## config.mk

```make
export PLATFORM = sky130hd
export DESIGN_NAME = reg_dump
export DESIGN_NICKNAME = d
export VERILOG_FILES = /design/src/rtl/reg_dump.sv
export SDC_FILE = /design/constraint.sdc
export NUM_CORES = 1
export LEC_CHECK = 0
export BUFFER_PORTS_ARGS = -buffer_cell sky130_fd_sc_hd__buf_2
export CAP_MARGIN = 10
export CORE_ASPECT_RATIO = 0.7
export CORE_MARGIN = 1.5
export CORE_UTILIZATION = 58
export DETAILED_ROUTE_END_ITERATION = 16
export PLACE_DENSITY = 0.93
export SYNTH_ARGS = -nofsm -noshare
export SYNTH_HDL_FRONTEND = slang
export SYNTH_SLANG_ARGS = --single-unit
```

## constraint.sdc

```tcl
create_clock -name clk -period 7.3 [get_ports clk]
set_input_delay 0 -clock clk [delete_from_list [all_inputs] [get_ports clk]]
set_output_delay 0 -clock clk [all_outputs]
set_load 0.01 [all_outputs]
```

## src/rtl/reg_dump.sv

```systemverilog
// rtl/reg_dump.sv - register-file dump engine with ready/valid output and running checksum
//
// Walks an address range [first_addr .. last_addr] (wrapping 31 -> 0) of a
// register file with an asynchronous read port. Each word is offered on a
// valid/ready output port, and the accepted words are summed into checksum.
//
// Ports:
//   clk         single clock, all state changes on the rising edge
//   reset       synchronous, active-high
//   start       dump request, only looked at while idle
//   first_addr  first address of the range, latched with start
//   last_addr   last address of the range, latched with start
//   read_addr   address to the register file read port
//   read_data   combinational read data for read_addr
//   out_valid   out_data/out_addr hold a word on offer
//   out_ready   consumer accepts the word at the edge when out_valid is high
//   out_data    registered word on offer
//   out_addr    register address of out_data
//   busy        high whenever the engine is not idle
//   done        one-cycle pulse at the end of a dump
//   checksum    mod 2^32 sum of the words accepted in the current/last dump

module reg_dump (
    input  logic        clk,
    input  logic        reset,
    input  logic        start,
    input  logic [4:0]  first_addr,
    input  logic [4:0]  last_addr,
    output logic [4:0]  read_addr,
    input  logic [31:0] read_data,
    output logic        out_valid,
    input  logic        out_ready,
    output logic [31:0] out_data,
    output logic [4:0]  out_addr,
    output logic        busy,
    output logic        done,
    output logic [31:0] checksum
);

    typedef enum logic [1:0] {
        IDLE   = 2'd0,
        FETCH  = 2'd1,
        SEND   = 2'd2,
        FINISH = 2'd3
    } state_t;

    state_t      state;
    state_t      state_next;
    logic [4:0]  cur;
    logic [4:0]  last_q;
    logic [4:0]  read_addr_q;
    logic        handshake;

    assign handshake = (state == SEND) && out_ready;

    // The read port sees cur only while fetching; otherwise it keeps showing
    // the address of the most recent fetch.
    assign read_addr = (state == FETCH) ? cur : read_addr_q;

    always_ff @(posedge clk) begin
        if (reset) begin
            state <= IDLE;
        end else begin
            state <= state_next;
        end
    end

    always_comb begin
        state_next = state;
        out_valid  = 1'b0;
        busy       = 1'b1;
        done       = 1'b0;
        case (state)
            IDLE: begin
                busy = 1'b0;
                if (start) begin
                    state_next = FETCH;
                end
            end
            FETCH: begin
                state_next = SEND;
            end
            SEND: begin
                out_valid = 1'b1;
                if (out_ready) begin
                    state_next = (cur == last_q) ? FINISH : FETCH;
                end
            end
            FINISH: begin
                done       = 1'b1;
                state_next = IDLE;
            end
            default: begin
                state_next = IDLE;
            end
        endcase
    end

    always_ff @(posedge clk) begin
        if (reset) begin
            cur         <= 5'd0;
            last_q      <= 5'd0;
            read_addr_q <= 5'd0;
            out_data    <= 32'd0;
            out_addr    <= 5'd0;
            checksum    <= 32'd0;
        end else begin
            if (state == IDLE && start) begin
                cur      <= first_addr;
                last_q   <= last_addr;
                checksum <= 32'd0;
            end
            if (state == FETCH) begin
                out_data    <= read_data;
                out_addr    <= cur;
                read_addr_q <= cur;
            end
            if (handshake) begin
                checksum <= checksum + out_data;
                // cur is left on the last address when the range is complete
                if (cur != last_q) begin
                    cur <= cur + 5'd1;
                end
            end
        end
    end

endmodule

```

==> results.md <==
* Hold Vio Cnt, Final at 0
* Core region area at 0.00844 mm²
* Routed wirelength normalized by instance count at 17.4 µm
* Max-capacitance violation count at 0
* Share of post-route cells with drive strength above 1 at 19.7%
* Standard cell area after detailed placement at 0.00569 mm²
* Largest family of logic cells by synthesized area: compound AO/OA/AOI/OAI gates
* Die height at 81.0 µm
* Share of the synthesized area in compound gates (AO/OA/AOI/OAI) at 25.5%
* Measured slew at the worst slew-check pin at 1.10 ns
* Non-filler instance count after layout at 926
* Insertion delay of the later-clocked pin in the worst-skew pair at 0.34 ns
* Avg Vias per Cell at 6.05
* Min-Delay Path Class: in2reg
* Hold bufs inserted after CTS at 42
* Leakage component of the power at 2.88 nW
* Layout overhead on the synthesized area at 27.3%
* First DRT Iteration DRCs at 488
* Synthesized-area fraction occupied by adder cells at 8.34%
* Rows at 28
* Switching Power at 0.000315 W
* Clock group share of total power at 42.4%
* Shortest clock period the worst path allows after layout at 2.88 ns
* Detailed-placement wirelength estimate at 11.0 mm
* Nets at 882
* Power Dens Cells at 182 mW/mm²
* XOR/XNOR share of the synthesized area at 4.34%
* Worst slew slack as a fraction of its limit at 26.2%
* Number of distinct library cells after synthesis at 72
* Post-Syn Nets at 735
* Horizontal die dimension at 114 µm
* Post-Place Cells at 870
* DIE AREA at 0.00927 mm²
* Combinational power share at 14.3%
* Count of final setup violators at 0
* Via count at 5603
* Result of the run: finished clean
* Maximum fanout along the worst path at 6
* Total clock buffers created by CTS at 9
* Post-route clock skew at 0.00922 ns
* Grt ovf at 0
* Pre-Repair DR Iteration Count at 5
* Hold slack final at 0.0343 ns
* Simple-gate share of the synthesized area at 22.8%
* Number of enable-type register cells in the synthesized netlist at 0
* Number of antenna violations at the first check in global routing at 0
* Number of synthesized register bits at 86
* Switching portion of total power at 27.0%
* Residual DRC at 0
* Post-CTS Resized at 0
* CTS tree: done
* Sum of internal, switching and leakage power at 0.00117 W
* Aggregate routed wire length at 16.1 mm
* Number of diodes at 0
* Count of nets left with antenna violations after detail routing at 0
* Seq pwr share at 43.3%
* I/O pin total at 123
* Total routing usage reported by global routing at 35.5%
* Synthesized area at 0.00504 mm²
* CP bufs+invs at 1
* Global-route wire length before repair at 25.9 mm
* Worst setup EP type: flip-flop
* Gp weighted congestion at 0.980
* Cells after synthesis at 656
* Finished Cell Area at 0.00642 mm²
* Critical Path Max Stage Delay at 0.44 ns
* Critical path cell sequence: ha_1 -> inv_1 -> fa_1 -> nand2b_1 -> a21oi_1 -> o211ai_1 -> a21oi_2 -> o21bai_2 -> and2_1 -> o41ai_1
* Via count of the first global-routing pass at 5264
* Most common cell after layout, fill and taps aside: sky130_fd_sc_hd__nand2_1
* Most frequent cells in the layout: 147 x sky130_fd_sc_hd__nand2_1, 122 x sky130_fd_sc_hd__buf_2, 86 x sky130_fd_sc_hd__a21oi_1, 86 x sky130_fd_sc_hd__dfxtp_1
* Maximum number of pins on one net before global-route repair at 71
* Number of warning messages in the yosys log at 0
* Fmax at 348 MHz
* Top flip-flop cell by instance count after synthesis: sky130_fd_sc_hd__dfxtp_1
* Share of cell area taken by muxes after synthesis at 0.844%
* IR Drop Worst-Case VDD at 0.138 mV
* Starting density of the core at 59.7%
* Required time at the endpoint of the critical path at 7.54 ns
* M1 GR Usage at 48.0%
* Unrepaired setup endpoints after global routing: no
* Post-route fraction of the period consumed by the critical path at 39.4%
* Cell at the root of the clock tree: sky130_fd_sc_hd__clkbuf_16
* Sequential area share after synthesis at 34.2%
* Avg Cell Area, Syn at 7.68 µm²
* Clock slew at reported path FFs at 0.07 ns
* Clock Sinks at 86
* Most crowded layer after global routing: met2
* Maximum buffer depth of the clock tree at 2
* Max-slew violation count at 0
* CP Launch Type: flip-flop
* Setup Buffers After CTS at 0
* Port-buffer cells at 122
* Async S/R FF share, synth at 0%
* GR Util met3 at 8.73%
* Met2 Track Usage GR at 54.9%
* # H-tree levels at 3
* Summed negative setup slack over all endpoints at 0 ns
* Cell internal power dissipation at 0.000852 W
* Worst path slowest cell: sky130_fd_sc_hd__a21oi_1
* CP Class: reg2reg
* Kind of cell adding the most delay to the critical path: compound AO/OA/AOI/OAI gates
* Arrival time of data at the critical path endpoint at 3.11 ns
[worst reg2reg max path, cell delays in order, from the launching register on]
cell,delay (ns)
sky130_fd_sc_hd__dfxtp_1,0.37
sky130_fd_sc_hd__ha_1,0.22
sky130_fd_sc_hd__inv_1,0.06
sky130_fd_sc_hd__fa_1,0.38
sky130_fd_sc_hd__nand2b_1,0.21
sky130_fd_sc_hd__a21oi_1,0.44
sky130_fd_sc_hd__o211ai_1,0.24
sky130_fd_sc_hd__a21oi_2,0.22
sky130_fd_sc_hd__o21bai_2,0.13
sky130_fd_sc_hd__and2_1,0.18
sky130_fd_sc_hd__o41ai_1,0.31
[flip-flops by register name (all words and copies together), names as in the netlist]
register,flops
checksum,32
out_data,32
cur,5
last_q,5
out_addr,5
read_addr_q,5
state,2
[synthesized netlist by cell type, types with 3 or more instances]
| library cell | number | area [µm²] |
|---|---|---|
| sky130_fd_sc_hd__a211oi_1 | 8 | 60.1 |
| sky130_fd_sc_hd__a21o_1 | 9 | 67.6 |
| sky130_fd_sc_hd__a21oi_1 | 86 | 430 |
| sky130_fd_sc_hd__a21oi_2 | 3 | 26.3 |
| sky130_fd_sc_hd__a221oi_1 | 3 | 26.3 |
| sky130_fd_sc_hd__a22oi_1 | 7 | 52.6 |
| sky130_fd_sc_hd__a31oi_1 | 8 | 50.1 |
| sky130_fd_sc_hd__a41oi_1 | 3 | 26.3 |
| sky130_fd_sc_hd__and2_1 | 4 | 25.0 |
| sky130_fd_sc_hd__and3_1 | 9 | 56.3 |
| sky130_fd_sc_hd__buf_2 | 4 | 20.0 |
| sky130_fd_sc_hd__clkbuf_1 | 23 | 86.3 |
| sky130_fd_sc_hd__dfxtp_1 | 86 | 1720 |
| sky130_fd_sc_hd__ha_1 | 32 | 400 |
| sky130_fd_sc_hd__inv_1 | 15 | 56.3 |
| sky130_fd_sc_hd__nand2_1 | 147 | 552 |
| sky130_fd_sc_hd__nand2b_1 | 4 | 25.0 |
| sky130_fd_sc_hd__nand3_1 | 13 | 65.1 |
| sky130_fd_sc_hd__nand4_1 | 5 | 31.3 |
| sky130_fd_sc_hd__nor2_1 | 42 | 158 |
| sky130_fd_sc_hd__nor2b_1 | 3 | 18.8 |
| sky130_fd_sc_hd__nor3_1 | 7 | 35.0 |
| sky130_fd_sc_hd__nor3b_1 | 3 | 22.5 |
| sky130_fd_sc_hd__o211ai_1 | 5 | 37.5 |
| sky130_fd_sc_hd__o21a_1 | 3 | 22.5 |
| sky130_fd_sc_hd__o21ai_0 | 29 | 145 |
| sky130_fd_sc_hd__o21ai_1 | 12 | 60.1 |
| sky130_fd_sc_hd__o21bai_1 | 4 | 30.0 |
| sky130_fd_sc_hd__or3_1 | 3 | 18.8 |
| sky130_fd_sc_hd__xnor2_1 | 13 | 114 |
| sky130_fd_sc_hd__xor2_1 | 12 | 105 |
[kinds of logic after synthesis]
family	Yosys count
AO/OA/AOI/OAI	204
XOR/XNOR	25
adder cells (fa/ha/maj)	33
buffers and inverters	47
flip-flops	86
multiplexers	4
AND/OR/NAND/NOR	257
[metal layers]
metal / vias to the layer above / part of all wire [%]
li1: 2619 / -
met2: 342 / 43
met4: 0 / 3.1
met3: 52 / 9.9
met5: - / 0
met1: 2590 / 44
[worst paths after layout]
kind / startpoint / to / slack (ns) / cells past startpoint
worst max-delay path: out_data[0] / checksum[30] / 4.42 / 10
worst min-delay path: out_ready / state[1] / 0.03 / 4
worst max register to register: out_data[0] / checksum[30] / 4.42 / 10
worst min register to register: read_addr_q[0] / read_addr_q[0] / 0.47 / 2
[power by group through the flow]
| stage | logic (W) | registers (W) | clock network [W] |
|---|---|---|---|
| after global placement | 0.000138 | 0.000513 | 0 |
| after global routing | 0.000182 | 0.000507 | 0.000518 |
| after floorplan | 0.0000891 | 0.000516 | 0 |
| final | 0.000167 | 0.000505 | 0.000495 |
| after detailed placement | 0.000143 | 0.000515 | 0 |
| after CTS | 0.000161 | 0.000504 | 0.000496 |
[per-stage QoR]
step / setup WS, ns / util (%)
final: 4.42 / 76.0
after global routing: 4.26 / 76.0
after floorplan: 4.92 / -
after CTS: 4.52 / 76.0
after detailed placement: 4.59 / 67.4
after global placement: 4.76 / 67.4
[final cells by class]
type,instances,area [µm²]
Inverter,15,56.3
Timing Repair Buffer,168,1060
Clock buffer,9,225
Sequential cell,86,1720
Clock inverter,5,83.8
Fill cell,595,2030
Tap cell,120,150
Multi-Input combinational cell,523,3120
Note: power is estimated with default switching activity, not from simulation.
